### config.mk
export PLATFORM = sky130hd
export DESIGN_NAME = stack_sequencer
export DESIGN_NICKNAME = d
export VERILOG_FILES = /design/src/rtl/stack_seq_pkg.sv /design/src/rtl/stack_sequencer.sv
export SDC_FILE = /design/constraint.sdc
export NUM_CORES = 1
export LEC_CHECK = 0
export ABC_AREA = 1
export BUFFER_PORTS_ARGS = -buffer_cell sky130_fd_sc_hd__buf_2
export CORE_ASPECT_RATIO = 0.9
export CORE_MARGIN = 2
export CORE_UTILIZATION = 38
export DETAILED_ROUTE_END_ITERATION = 16
export GPL_TIMING_DRIVEN = 0
export HOLD_SLACK_MARGIN = 0.08
export PLACE_DENSITY_LB_ADDON = 0.1
export SKIP_LAST_GASP = 1
export SLEW_MARGIN = 10
export SYNTH_ARGS = -nofsm -noshare
export SYNTH_HDL_FRONTEND = slang
export SYNTH_SLANG_ARGS = --single-unit
export TNS_END_PERCENT = 20
### constraint.sdc
create_clock -name clk -period 1 [get_ports clk]
set_input_delay 0.05 -clock clk [delete_from_list [all_inputs] [get_ports clk]]
set_output_delay 0.05 -clock clk [all_outputs]
set_load 0.005 [all_outputs]
### src/rtl/stack_seq_pkg.sv
// stack_seq_pkg: op codes, FSM states and select constants for stack_sequencer
package stack_seq_pkg;
  typedef enum logic [1:0] {OP_CALL = 2'b00, OP_RET = 2'b01, OP_INT = 2'b10, OP_RTI = 2'b11} op_e;
  typedef enum logic [2:0] {
    IDLE, PUSH_PC_HI, PUSH_PC_LO, PUSH_FLAGS, POP_FLAGS, POP_PC_LO, POP_PC_HI, RESTORE
  } state_e;
  localparam logic [1:0] ADDR_NONE = 2'b00;
  localparam logic [1:0] ADDR_SP = 2'b10;
  localparam logic [1:0] SRC_FLAGS = 2'b00;
  localparam logic [1:0] SRC_PC_HI = 2'b01;
  localparam logic [1:0] SRC_PC_LO = 2'b10;
  function automatic state_e first_state(input op_e op);
    return op == OP_RET ? POP_PC_LO : op == OP_RTI ? POP_FLAGS : PUSH_PC_HI;
  endfunction
endpackage

### src/rtl/stack_sequencer.sv
// stack_sequencer: expands CALL/RET/INT/RTI and irq into one-word stack push/pop cycles
// Ports: op_valid/op_code/op_ready request handshake, irq interrupt pulse, pc/flags return context,
// mem_data pop data; memory_* controls and selects, interrupt/pc_choose_memory/flags_restore redirect,
// restored_pc/restored_flags popped context, stall, stack_fault.
// Optional depth tracking with fault on overflow/underflow: STACK_SEQ_OVERFLOW_CHECK_EN.
module stack_sequencer
  import stack_seq_pkg::*;
#(
  parameter int STACK_DEPTH = 1024
) (
  input  logic        clk,
  input  logic        reset,
  input  logic        op_valid,
  input  logic [1:0]  op_code,
  output logic        op_ready,
  input  logic        irq,
  input  logic [31:0] pc,
  input  logic [2:0]  flags,
  input  logic [15:0] mem_data,
  output logic        memory_read,
  output logic        memory_write,
  output logic        memory_push,
  output logic        memory_pop,
  output logic [1:0]  memory_address_select,
  output logic [1:0]  memory_write_src_select,
  output logic        interrupt,
  output logic        pc_choose_memory,
  output logic [31:0] restored_pc,
  output logic [2:0]  restored_flags,
  output logic        flags_restore,
  output logic        stall,
  output logic        stack_fault
);
  state_e state, state_n;
  op_e op_q, start_op;
  logic pend_q, irq_pending, start_irq, start, fault_n;
  // The pushed words themselves come from the memory stage; only the source select is driven here.
  logic unused_ctx;
  assign unused_ctx = ^{pc, flags};
  // A raw irq counts as pending in its own cycle so it wins over a simultaneous op_valid.
  assign irq_pending = pend_q | irq;
  assign op_ready = state == IDLE && !irq_pending && !reset;
  assign start_irq = state == IDLE && irq_pending;
  assign start = start_irq | (op_valid & op_ready);
  assign start_op = start_irq ? OP_INT : op_e'(op_code);
`ifdef STACK_SEQ_OVERFLOW_CHECK_EN
  localparam int DW = $clog2(STACK_DEPTH + 1);
  localparam logic [DW-1:0] DMAX = DW'(STACK_DEPTH);
  logic [DW-1:0] depth, need;
  assign need = start_op inside {OP_CALL, OP_RET} ? DW'(2) : DW'(3);
  assign fault_n = start && (start_op inside {OP_CALL, OP_INT} ? DMAX - depth < need : depth < need);
  always_ff @(posedge clk)
    depth <= reset ? '0 : memory_push ? depth + DW'(1) : memory_pop ? depth - DW'(1) : depth;
`else
  localparam int unused_depth = STACK_DEPTH;
  assign fault_n = 1'b0;
`endif
  always_ff @(posedge clk) begin
    if (reset) begin
      state <= IDLE;
      op_q <= OP_CALL;
      pend_q <= 1'b0;
      restored_pc <= '0;
      restored_flags <= '0;
      stack_fault <= 1'b0;
    end else begin
      state <= state_n;
      op_q <= start ? start_op : op_q;
      pend_q <= start_irq ? 1'b0 : irq_pending;
      restored_pc[15:0] <= state == POP_PC_LO ? mem_data : restored_pc[15:0];
      restored_pc[31:16] <= state == POP_PC_HI ? mem_data : restored_pc[31:16];
      restored_flags <= state == POP_FLAGS ? mem_data[2:0] : restored_flags;
      stack_fault <= fault_n;
    end
  end
  always_comb begin
    state_n = state;
    case (state)
      IDLE:       state_n = start && !fault_n ? first_state(start_op) : IDLE;
      PUSH_PC_HI: state_n = PUSH_PC_LO;
      PUSH_PC_LO: state_n = op_q == OP_INT ? PUSH_FLAGS : IDLE;
      POP_FLAGS:  state_n = POP_PC_LO;
      POP_PC_LO:  state_n = POP_PC_HI;
      POP_PC_HI:  state_n = RESTORE;
      default:    state_n = IDLE;
    endcase
    memory_push = state inside {PUSH_PC_HI, PUSH_PC_LO, PUSH_FLAGS};
    memory_pop = state inside {POP_FLAGS, POP_PC_LO, POP_PC_HI};
    memory_write = memory_push;
    memory_read = memory_pop;
    memory_address_select = memory_push || memory_pop ? ADDR_SP : ADDR_NONE;
    memory_write_src_select = state == PUSH_PC_HI ? SRC_PC_HI : state == PUSH_PC_LO ? SRC_PC_LO : SRC_FLAGS;
    interrupt = state == PUSH_FLAGS;
    pc_choose_memory = state == RESTORE;
    flags_restore = state == RESTORE && op_q == OP_RTI;
    stall = state != IDLE;
  end
endmodule
==> results of run 1 <==
## worst paths after layout
kind | endpoint | from | slack (ps) | depth (start not counted)
max | memory_address_select[1] | state[1]$_SDFF_PP0_ | -260 | 5
min | restored_pc[19]$_SDFFE_PP0P_ | mem_data[3] | 80 | 3
max reg2reg | op_q[0]$_SDFFE_PP0N_ | state[1]$_SDFF_PP0_ | -190 | 4
min reg2reg | restored_pc[30]$_SDFFE_PP0P_ | restored_pc[30]$_SDFFE_PP0P_ | 440 | 2
## final cells by class
type                            instances  area, um2
Fill cell                             401       1650
Tap cell                               60       75.1
Buffer                                 15        118
Inverter                               27        104
Multi-Input combinational cell        132        672
Sequential cell                        41        832
Clock inverter                          1       5.00
Timing Repair Buffer                   97        604
Clock buffer                            6       93.8
## power by group through the flow
stage | combinational, mW | sequential [mW] | clock, mW
after floorplan | 0.274 | 1.73 | 0
after global placement | 0.432 | 1.73 | 0
after detailed placement | 0.436 | 1.73 | 0
after CTS | 0.534 | 1.69 | 1.21
after global routing | 0.623 | 1.70 | 1.26
final | 0.576 | 1.70 | 1.17
## placed cells by master, fill, tap and decap left out, types with 12 or more instances in the layout
cell type / count
a21oi_1: 37
buf_2: 69
nand2_1: 26
dfxtp_1: 38
nand3_1: 20
buf_4: 16
inv_1: 24
dlygate4sd3_1: 17
o21ai_0: 16
nor2_1: 12
## tightest hold or removal path: cells and delay by family
kind / cells / cell delay (ps)
AO/OA/AOI/OAI: 2 / 190
buffers and inverters: 1 / 100
## routing by layer
| metal | vias to the layer above | share of wire [%] | track usage [%] |
|---|---|---|---|
| met5 | - | 0 | 0 |
| met1 | 738 | 48 | 26.5 |
| met3 | 12 | 5.7 | 4.33 |
| met2 | 59 | 44 | 26.8 |
| li1 | 900 | - | - |
| met4 | 0 | 2.5 | 11.1 |
## registers in the layout, summed over array words and instances (netlist names)
register and cells:
op_q 2, pend_q 1, restored_flags 3, restored_pc 32
state 3
## through the flow
step                util (%)  power (mW)  area (um2)  TNS [ps]
global placement        50.7        2.16        2110     -4370
global route            60.2        3.59        2500    -10200
CTS                     59.1        3.43        2460     -7400
finish                  60.2        3.45        2500     -6730
floorplan                  -        2.00        1690      -648
detailed placement      50.7        2.16        2110     -4900
## logic make-up after synthesis
family          synth area share [%]
compound gates                  17.2
simple gates                    20.7
other cells                    0.223
buf+inv                         13.0
flops                           48.8
## repair_timing
action | in CTS | in global routing
hold buffers | 17 | 0
gates resized for setup | 11 | 6
gates cloned | 0 | 1
endpoints found under the setup margin | 53 | 53
endpoints found under the hold margin | 28 | 0
pin swaps | 3 | 6
setup buffers | 6 | 5
==> results.sh, run 1 <==
export IMPL_outcome="complete, but fails checks"
export IMPL_violations="negative setup slack"
export IMPL_clkLatencyLatePin_ps=290
export IMPL_dieWidth_um=74.1
export IMPL_worstSetupStartpointType="flop"
export IMPL_yosys_top_cells_area="dfxtp_1, a21oi_1, nand2_1"
export IMPL_fmax_mhz=795
export IMPL_clockBufferDepth=2
export IMPL_htree_num_levels=2
export IMPL_path_max_fanout=6
export IMPL_viasPerCell=4.51
export IMPL_synthFlopType="dfxtp_1"
export IMPL_gp_congestion=0.761
export IMPL_cp_arrival_ps=1210
export IMPL_final_cell_count_no_fill=379
export IMPL_clock_skew_ps=3.02
export IMPL_cp_buffers_inverters=2
export IMPL_p_sw_mw=0.875
export IMPL_grt_setup_unrepaired="yes"
export IMPL_start_util_pct=40.5
export IMPL_cap_violations=0
export IMPL_cp_slowest_cell="dfxtp_4"
export IMPL_critical_path_class="reg2out"
export IMPL_fin_ws_ps=-258
export IMPL_swShare_pct=25.4
export IMPL_syn_area_um2=1680
export IMPL_netlist_top_cells_count="dfxtp_1, a21oi_1, nand2_1"
export IMPL_final_setup_viol_count=51
export IMPL_cts_clk_slew_worst_paths_ps=70
export IMPL_dieArea_um2=4980
export IMPL_hold_class="in2reg"
export IMPL_holdWs_ps=79.0
export IMPL_drt_initial_drc_count=114
export IMPL_finalHoldViolations=0
export IMPL_final_nets=376
export IMPL_slew_violations=0
export IMPL_cts_tree="yes"
export IMPL_p_leak_nw=1.16
export IMPL_ir_drop_mv=1.09
export IMPL_required_ps=950
export IMPL_dp_cells=344
export IMPL_gr_total_overflow=0
export IMPL_ant_nets=0
export IMPL_crit_path_cell_trace="nor2_4 -> nand2_2 -> inv_2 -> nor2_1 -> buf_2"
export IMPL_grt_first_pass_wirelength_um=7030
export IMPL_syn_area_per_cell_um2=7.83
export IMPL_first_pass_iters=4
export IMPL_pwr_share_comb_pct=16.7
export IMPL_synth_most_common_cell="dfxtp_1"
export IMPL_synth_top_area_share_pct=48.8
export IMPL_seqPwrFrac_pct=49.3
export IMPL_grt_pass1_vias=1542
export IMPL_crit_family="flip-flops"
export IMPL_p_clk_share_pct=34.0
export IMPL_pre_cts_slack_ps=-236
export IMPL_cts_sinks=41
export IMPL_grt_max_degree=13
export IMPL_pwr_density_cell_nw_per_um2=1380
export IMPL_timing_final_crit_share_pct=126
export IMPL_ys_seq_area_share_pct=48.8
export IMPL_min_period_ps=1260
export IMPL_vias=1709
export IMPL_endpoint_kind="output port"
export IMPL_ys_warn_count=0
export IMPL_cts_root_buf="clkbuf_8"
export IMPL_die_h_um=67.1
export IMPL_grt_use_total_pct=19.1
export IMPL_diodes=0
export IMPL_synth_edff_count=0
export IMPL_synth_largest_area_cell="dfxtp_1"
export IMPL_ys_ff_latch=41
export IMPL_antenna_found_initial=0
export IMPL_internal_power_mw=2.57
export IMPL_slowest_delay_ps=380
export IMPL_cts_inserted_buffers=5
export IMPL_synthToLayoutAreaGrowth_pct=48.8
export IMPL_wl_um=4650
export IMPL_drc_errors=0
export IMPL_core_um2=4160
export IMPL_wire_per_inst_um=12.3
export IMPL_synth_cells=215
export IMPL_hpwl_um=3250
export IMPL_ios=106
export IMPL_numPortBuffers=68
export IMPL_num_rows=22
export IMPL_synthArstFlopShare_pct=0
export IMPL_drive_gt1_share_pct=36.4
export IMPL_yosys_cell_types_count=23
Power figures use the tool's default switching activity.
==> run 2: changes to the inputs <==
- CORE_UTILIZATION: 38 -> 30
==> run 2 against run 1 <==
  * The flow still finishes with violations (negative setup slack)
  * Clock power barely moved
  * Cell area rose by 5.6%
  * Total power rose by 0.61%
  * Clock skew rose by 6.0 ps
  * Clock-buffer cell count rose by 1
  * Fmax rose by 1.2%
  * First-iteration DRC count fell by 55%
  * Global-route usage fell by 3.0 points
  * Non-clock buffer count rose by 2
  * Sequential share of layout area fell by 1.8 points
  * Core utilization fell by 10 points
  * Critical endpoint is now memory_write
==> results.sh, run 2 (same netlist as run 1, synthesis figures left out) <==
export IMPL_fin_ws_ps=-244
export IMPL_path_max_fanout=4
export IMPL_top_regs="restored_pc (32), restored_flags (3), state (3)"
export IMPL_timing_final_crit_share_pct=124
export IMPL_die_h_um=75.1
export IMPL_pwr_share_comb_pct=16.4
export IMPL_final_cell_mix="buf_2, dfxtp_1, a21oi_1"
export IMPL_final_nets=378
export IMPL_p_sw_mw=0.909
export IMPL_wire_per_inst_um=13.0
export IMPL_final_setup_viol_count=52
export IMPL_cts_inserted_buffers=5
export IMPL_min_period_ps=1240
export IMPL_ir_drop_mv=0.649
export IMPL_grt_busiest_layer="met2"
export IMPL_required_ps=950
export IMPL_outcome="complete, but fails checks"
export IMPL_synthToLayoutAreaGrowth_pct=57.2
export IMPL_gr_total_overflow=0
export IMPL_met3_usage_pct=5.04
export IMPL_finalHoldViolations=0
export IMPL_ios=106
export IMPL_antenna_found_initial=0
export IMPL_cap_violations=0
export IMPL_gr_usage_met1_pct=21.4
export IMPL_drive_gt1_share_pct=39.8
export IMPL_violations="negative setup slack"
export IMPL_internal_power_mw=2.56
export IMPL_clockBufferDepth=2
export IMPL_drc_errors=0
export IMPL_grt_use_total_pct=16.1
export IMPL_p_clk_share_pct=34.6
export IMPL_drt_initial_drc_count=51
export IMPL_numPortBuffers=68
export IMPL_core_um2=5320
export IMPL_hpwl_um=3450
export IMPL_grt_first_pass_wirelength_um=7750
export IMPL_cp_arrival_ps=1190
export IMPL_viasPerCell=4.41
export IMPL_largest_register_ffs=32
export IMPL_diodes=0
export IMPL_swShare_pct=26.2
export IMPL_grt_setup_unrepaired="yes"
export IMPL_p_leak_nw=1.23
export IMPL_hold_class="in2reg"
export IMPL_largest_register="restored_pc"
export IMPL_worstMarginPinSlew_ps=507
export IMPL_grt_pass1_vias=1588
export IMPL_cts_clk_slew_worst_paths_ps=70
export IMPL_cts_tree="yes"
export IMPL_cts_root_buf="clkbuf_8"
export IMPL_slew_headroom_pct=66.2
export IMPL_ant_nets=0
export IMPL_grt_max_degree=13
export IMPL_cts_sinks=41
export IMPL_wl_um=5060
export IMPL_seqPwrFrac_pct=49.0
export IMPL_grt_met2_usage_pct=24.8
export IMPL_pwr_density_cell_nw_per_um2=1310
export IMPL_dieWidth_um=83.0
export IMPL_num_rows=25
export IMPL_fmax_mhz=804
export IMPL_slew_violations=0
export IMPL_layout_commonest_cell="buf_2"
export IMPL_clock_skew_ps=9.03
export IMPL_final_core_util_pct=49.7
export IMPL_htree_num_levels=2
export IMPL_dieArea_um2=6230
export IMPL_pre_cts_slack_ps=-187
export IMPL_worstSetupStartpointType="flop"
export IMPL_critical_path_class="reg2out"
export IMPL_vias=1715
export IMPL_endpoint_kind="output port"
export IMPL_clkLatencyLatePin_ps=300
export IMPL_gp_congestion=0.742
export IMPL_first_pass_iters=4
export IMPL_start_util_pct=31.6
[run 2: path summary, 6_finish.rpt]
check / start / end / slack [ps] / cells past startpoint
min reg2reg: restored_pc[28]$_SDFFE_PP0P_ / restored_pc[28]$_SDFFE_PP0P_ / 440 / 2
max reg2reg: state[1]$_SDFF_PP0_ / restored_pc[23]$_SDFFE_PP0P_ / -210 / 5
min: op_code[0] / state[2]$_SDFF_PP0_ / 80 / 3
max: state[2]$_SDFF_PP0_ / memory_write / -240 / 5
[run 2: worst max-delay path, cell delays in order (launching register included)]
cell,delay (ps)
dfxtp_4,360
buf_6,120
buf_8,120
nor2_4,80
buf_4,110
buf_2,100
[run 2: layer usage]
layer / vias to the layer above / routed length [um]
li1: 909 / -
met1: 764 / 2390
met2: 36 / 2350
met3: 6 / 256
met4: 0 / 65
met5: - / 0
[run 2: layout make-up]
cell class                 count  area [um2]
clock buffer                   7        96.3
timing repair buffer          99         657
multi-input combinational    132         727
sequential                    41         832
inverter                      27         109
clock inverter                 1        5.00
buffer                        15         135
fill                         575        2670
tap                           67        83.8
[run 2: power groups by stage]
stage | sequential (mW) | combinational (mW) | clock, mW
after global placement | 1.73 | 0.437 | 0
after CTS | 1.69 | 0.524 | 1.25
final | 1.70 | 0.568 | 1.20
after detailed placement | 1.73 | 0.438 | 0
after floorplan | 1.73 | 0.274 | 0
after global routing | 1.70 | 0.625 | 1.33
[run 2: what timing repair did]
action,CTS,global route
hold endpoints to repair,30,0
hold buffers,16,0
resized for setup,11,34
buffers inserted,5,6
endpoints found under the setup margin,52,52
gates cloned,0,4
pin swaps,4,4
[run 2: stage by stage]
stage / TNS [ps] / hold slack [ps] / cells / area (um2) / power, mW
after floorplan: -648 / 214 / 216 / 1690 / 2.00
after global placement: -4740 / 351 / 351 / 2120 / 2.17
after detailed placement: -4640 / 354 / 351 / 2120 / 2.17
after CTS: -9600 / 81.5 / 380 / 2450 / 3.46
after global routing: -11500 / 80.4 / 389 / 2650 / 3.66
final: -7500 / 80.8 / 389 / 2650 / 3.47
==> run 3: changes to the inputs <==
- CORE_ASPECT_RATIO: 0.9 -> unset
- PLACE_DENSITY_LB_ADDON: 0.1 -> unset
- clock period: 1 -> 1.1 ns (I/O delays scaled with it)
==> run 3 against run 2 <==
  * The run still ends with negative setup slack left
  * Worst setup slack improved by 110 ps
  * Flip-flop and latch count stayed put
  * Combinational power is 12% lower
  * Total power fell by 13%
  * Sequential share of layout area is 1.3 points higher
  * Global-route usage down 1.5 points
  * Largest power group unchanged
==> results.sh, run 3 (same netlist as run 1, synthesis figures left out) <==
export IMPL_grt_first_pass_wirelength_um=7270
export IMPL_met3_usage_pct=3.18
export IMPL_start_util_pct=30.7
export IMPL_drc_errors=0
export IMPL_hold_path_cell_count=3
export IMPL_worstRegToRegCells=5
export IMPL_required_ps=1040
export IMPL_crit_path_cell_trace="buf_6 -> inv_8 -> nor2_4 -> buf_4 -> nor2_1 -> buf_2"
export IMPL_crit_path_end="memory_address_select[1]"
export IMPL_pre_cts_slack_ps=-87.7
export IMPL_ant_nets=0
export IMPL_cp_arrival_ps=1180
export IMPL_cts_tree="yes"
export IMPL_ir_drop_mv=0.511
export IMPL_viasPerCell=4.29
export IMPL_grt_max_degree=12
export IMPL_slowest_delay_ps=360
export IMPL_path_max_fanout=6
export IMPL_r2r_setup_slack_ps=-60
export IMPL_r2r_start="state[0]$_SDFF_PP0_"
export IMPL_core_um2=5470
export IMPL_dieWidth_um=78.9
export IMPL_endpoint_kind="output port"
export IMPL_pwr_density_cell_nw_per_um2=1190
export IMPL_layout_commonest_cell="buf_2"
export IMPL_fillers=582
export IMPL_critical_path_class="reg2out"
export IMPL_vias=1673
export IMPL_cts_sinks=41
export IMPL_wl_um=4590
export IMPL_gr_total_overflow=0
export IMPL_grt_setup_unrepaired="yes"
export IMPL_final_setup_viol_count=38
export IMPL_startpoint="state[2]$_SDFF_PP0_"
export IMPL_outcome="complete, but fails checks"
export IMPL_grt_busiest_layer="met2"
export IMPL_slew_violations=0
export IMPL_wire_per_inst_um=11.8
export IMPL_cts_inserted_buffers=5
export IMPL_clockBufferDepth=2
export IMPL_first_pass_iters=4
export IMPL_hpwl_um=3320
export IMPL_timing_final_crit_share_pct=112
export IMPL_drive_gt1_share_pct=37.4
export IMPL_synthToLayoutAreaGrowth_pct=50.8
export IMPL_cap_violations=0
export IMPL_cts_clk_slew_worst_paths_ps=70
export IMPL_worstSetupStartpointType="flop"
export IMPL_drt_initial_drc_count=77
export IMPL_grt_met2_usage_pct=22.1
export IMPL_top_regs="restored_pc (32), restored_flags (3), state (3)"
export IMPL_clkLatencyLatePin_ps=280
export IMPL_holdWs_ps=84.8
export IMPL_diodes=0
export IMPL_num_rows=27
export IMPL_largest_register="restored_pc"
export IMPL_dieArea_um2=6220
export IMPL_largest_register_ffs=32
export IMPL_gp_congestion=0.840
export IMPL_die_h_um=78.9
export IMPL_clock_skew_ps=4.51
export IMPL_grt_use_total_pct=14.5
export IMPL_cts_root_buf="clkbuf_8"
export IMPL_min_period_ps=1240
export IMPL_gr_usage_met1_pct=19.1
export IMPL_hold_class="in2reg"
export IMPL_finalHoldViolations=0
export IMPL_timing_rr_end="restored_pc[20]$_SDFFE_PP0P_"
export IMPL_grt_pass1_vias=1595
export IMPL_htree_num_levels=2
export IMPL_cp_slowest_cell="dfxtp_4"
export IMPL_ios=106
export IMPL_final_nets=375
export IMPL_antenna_found_initial=0
export IMPL_fmax_mhz=809
export IMPL_fin_ws_ps=-136
export IMPL_violations="negative setup slack"
export IMPL_final_cell_mix="buf_2, dfxtp_1, a21oi_1"
export IMPL_numPortBuffers=68
export IMPL_p_leak_nw=1.18
==> run 3: timing repair <==
item / 4_1_cts / 5_1_grt
endpoints found under the setup margin: 41 / 49
resized for setup: 17 / 19
cloned: 0 / 1
endpoints found under the hold margin: 24 / 0
pin swaps: 3 / 6
buffers inserted: 10 / 2
hold buffers: 15 / 0
==> run 3: per-layer routing <==
layer / up-vias / wire length (um)
met5: - / 0
met4: 0 / 134
met3: 12 / 195
met2: 39 / 2130
met1: 723 / 2120
li1: 899 / -
==> run 3: how the worst min path moves through the flow <==
| stage | startpoint | end | slack, ps |
|---|---|---|---|
| 2_1_floorplan | mem_data[0] | restored_flags[0]$_SDFFE_PP0P_ | 220 |
| 3_3_place_gp | mem_data[10] | restored_pc[26]$_SDFFE_PP0P_ | 340 |
| 3_5_place_dp | mem_data[5] | restored_pc[5]$_SDFFE_PP0P_ | 350 |
| 4_1_cts | op_valid | state[2]$_SDFF_PP0_ | 80 |
| 5_1_grt | op_valid | state[2]$_SDFF_PP0_ | 90 |
| 6_report | mem_data[3] | restored_pc[19]$_SDFFE_PP0P_ | 80 |
==> run 3: per-stage QoR <==
stage                     setup TNS [ps]  utilization, %  area [um2]  instances  power (mW)
final                              -1870            46.4        2540        390        3.01
after global routing               -5130            46.4        2540        390        3.15
after CTS                          -5550            45.4        2480        388        3.02
after detailed placement           -1830            38.7        2120        356        1.96
after global placement             -1480            38.7        2120        356        1.96
after floorplan                        0               -        1690        216        1.81
==> run 3: critical path: cells and delay by family, from the launching register on <==
| kind | cells | cell delay [ps] |
|---|---|---|
| buf+inv | 4 | 410 |
| flops | 1 | 360 |
| simple gates | 2 | 110 |
==> run 3: report_power, final <==
group	leakage (nW)	total, mW	internal [mW]	switching, mW
sequential	0.333	1.54	1.51	0.0324
clock	0.0443	0.964	0.498	0.466
combinational	0.803	0.501	0.243	0.258
total	1.18	3.01	2.25	0.757
==> run 3: cell type report <==
cell class	instances	area [um2]	share of cell area, %
timing repair buffer	96	599	23.6
clock buffer	7	86.3	3.40
tap	72	90.1	3.55
multi-input combinational	132	693	27.3
sequential	41	832	32.8
inverter	27	109	4.29
buffer	15	128	5.03
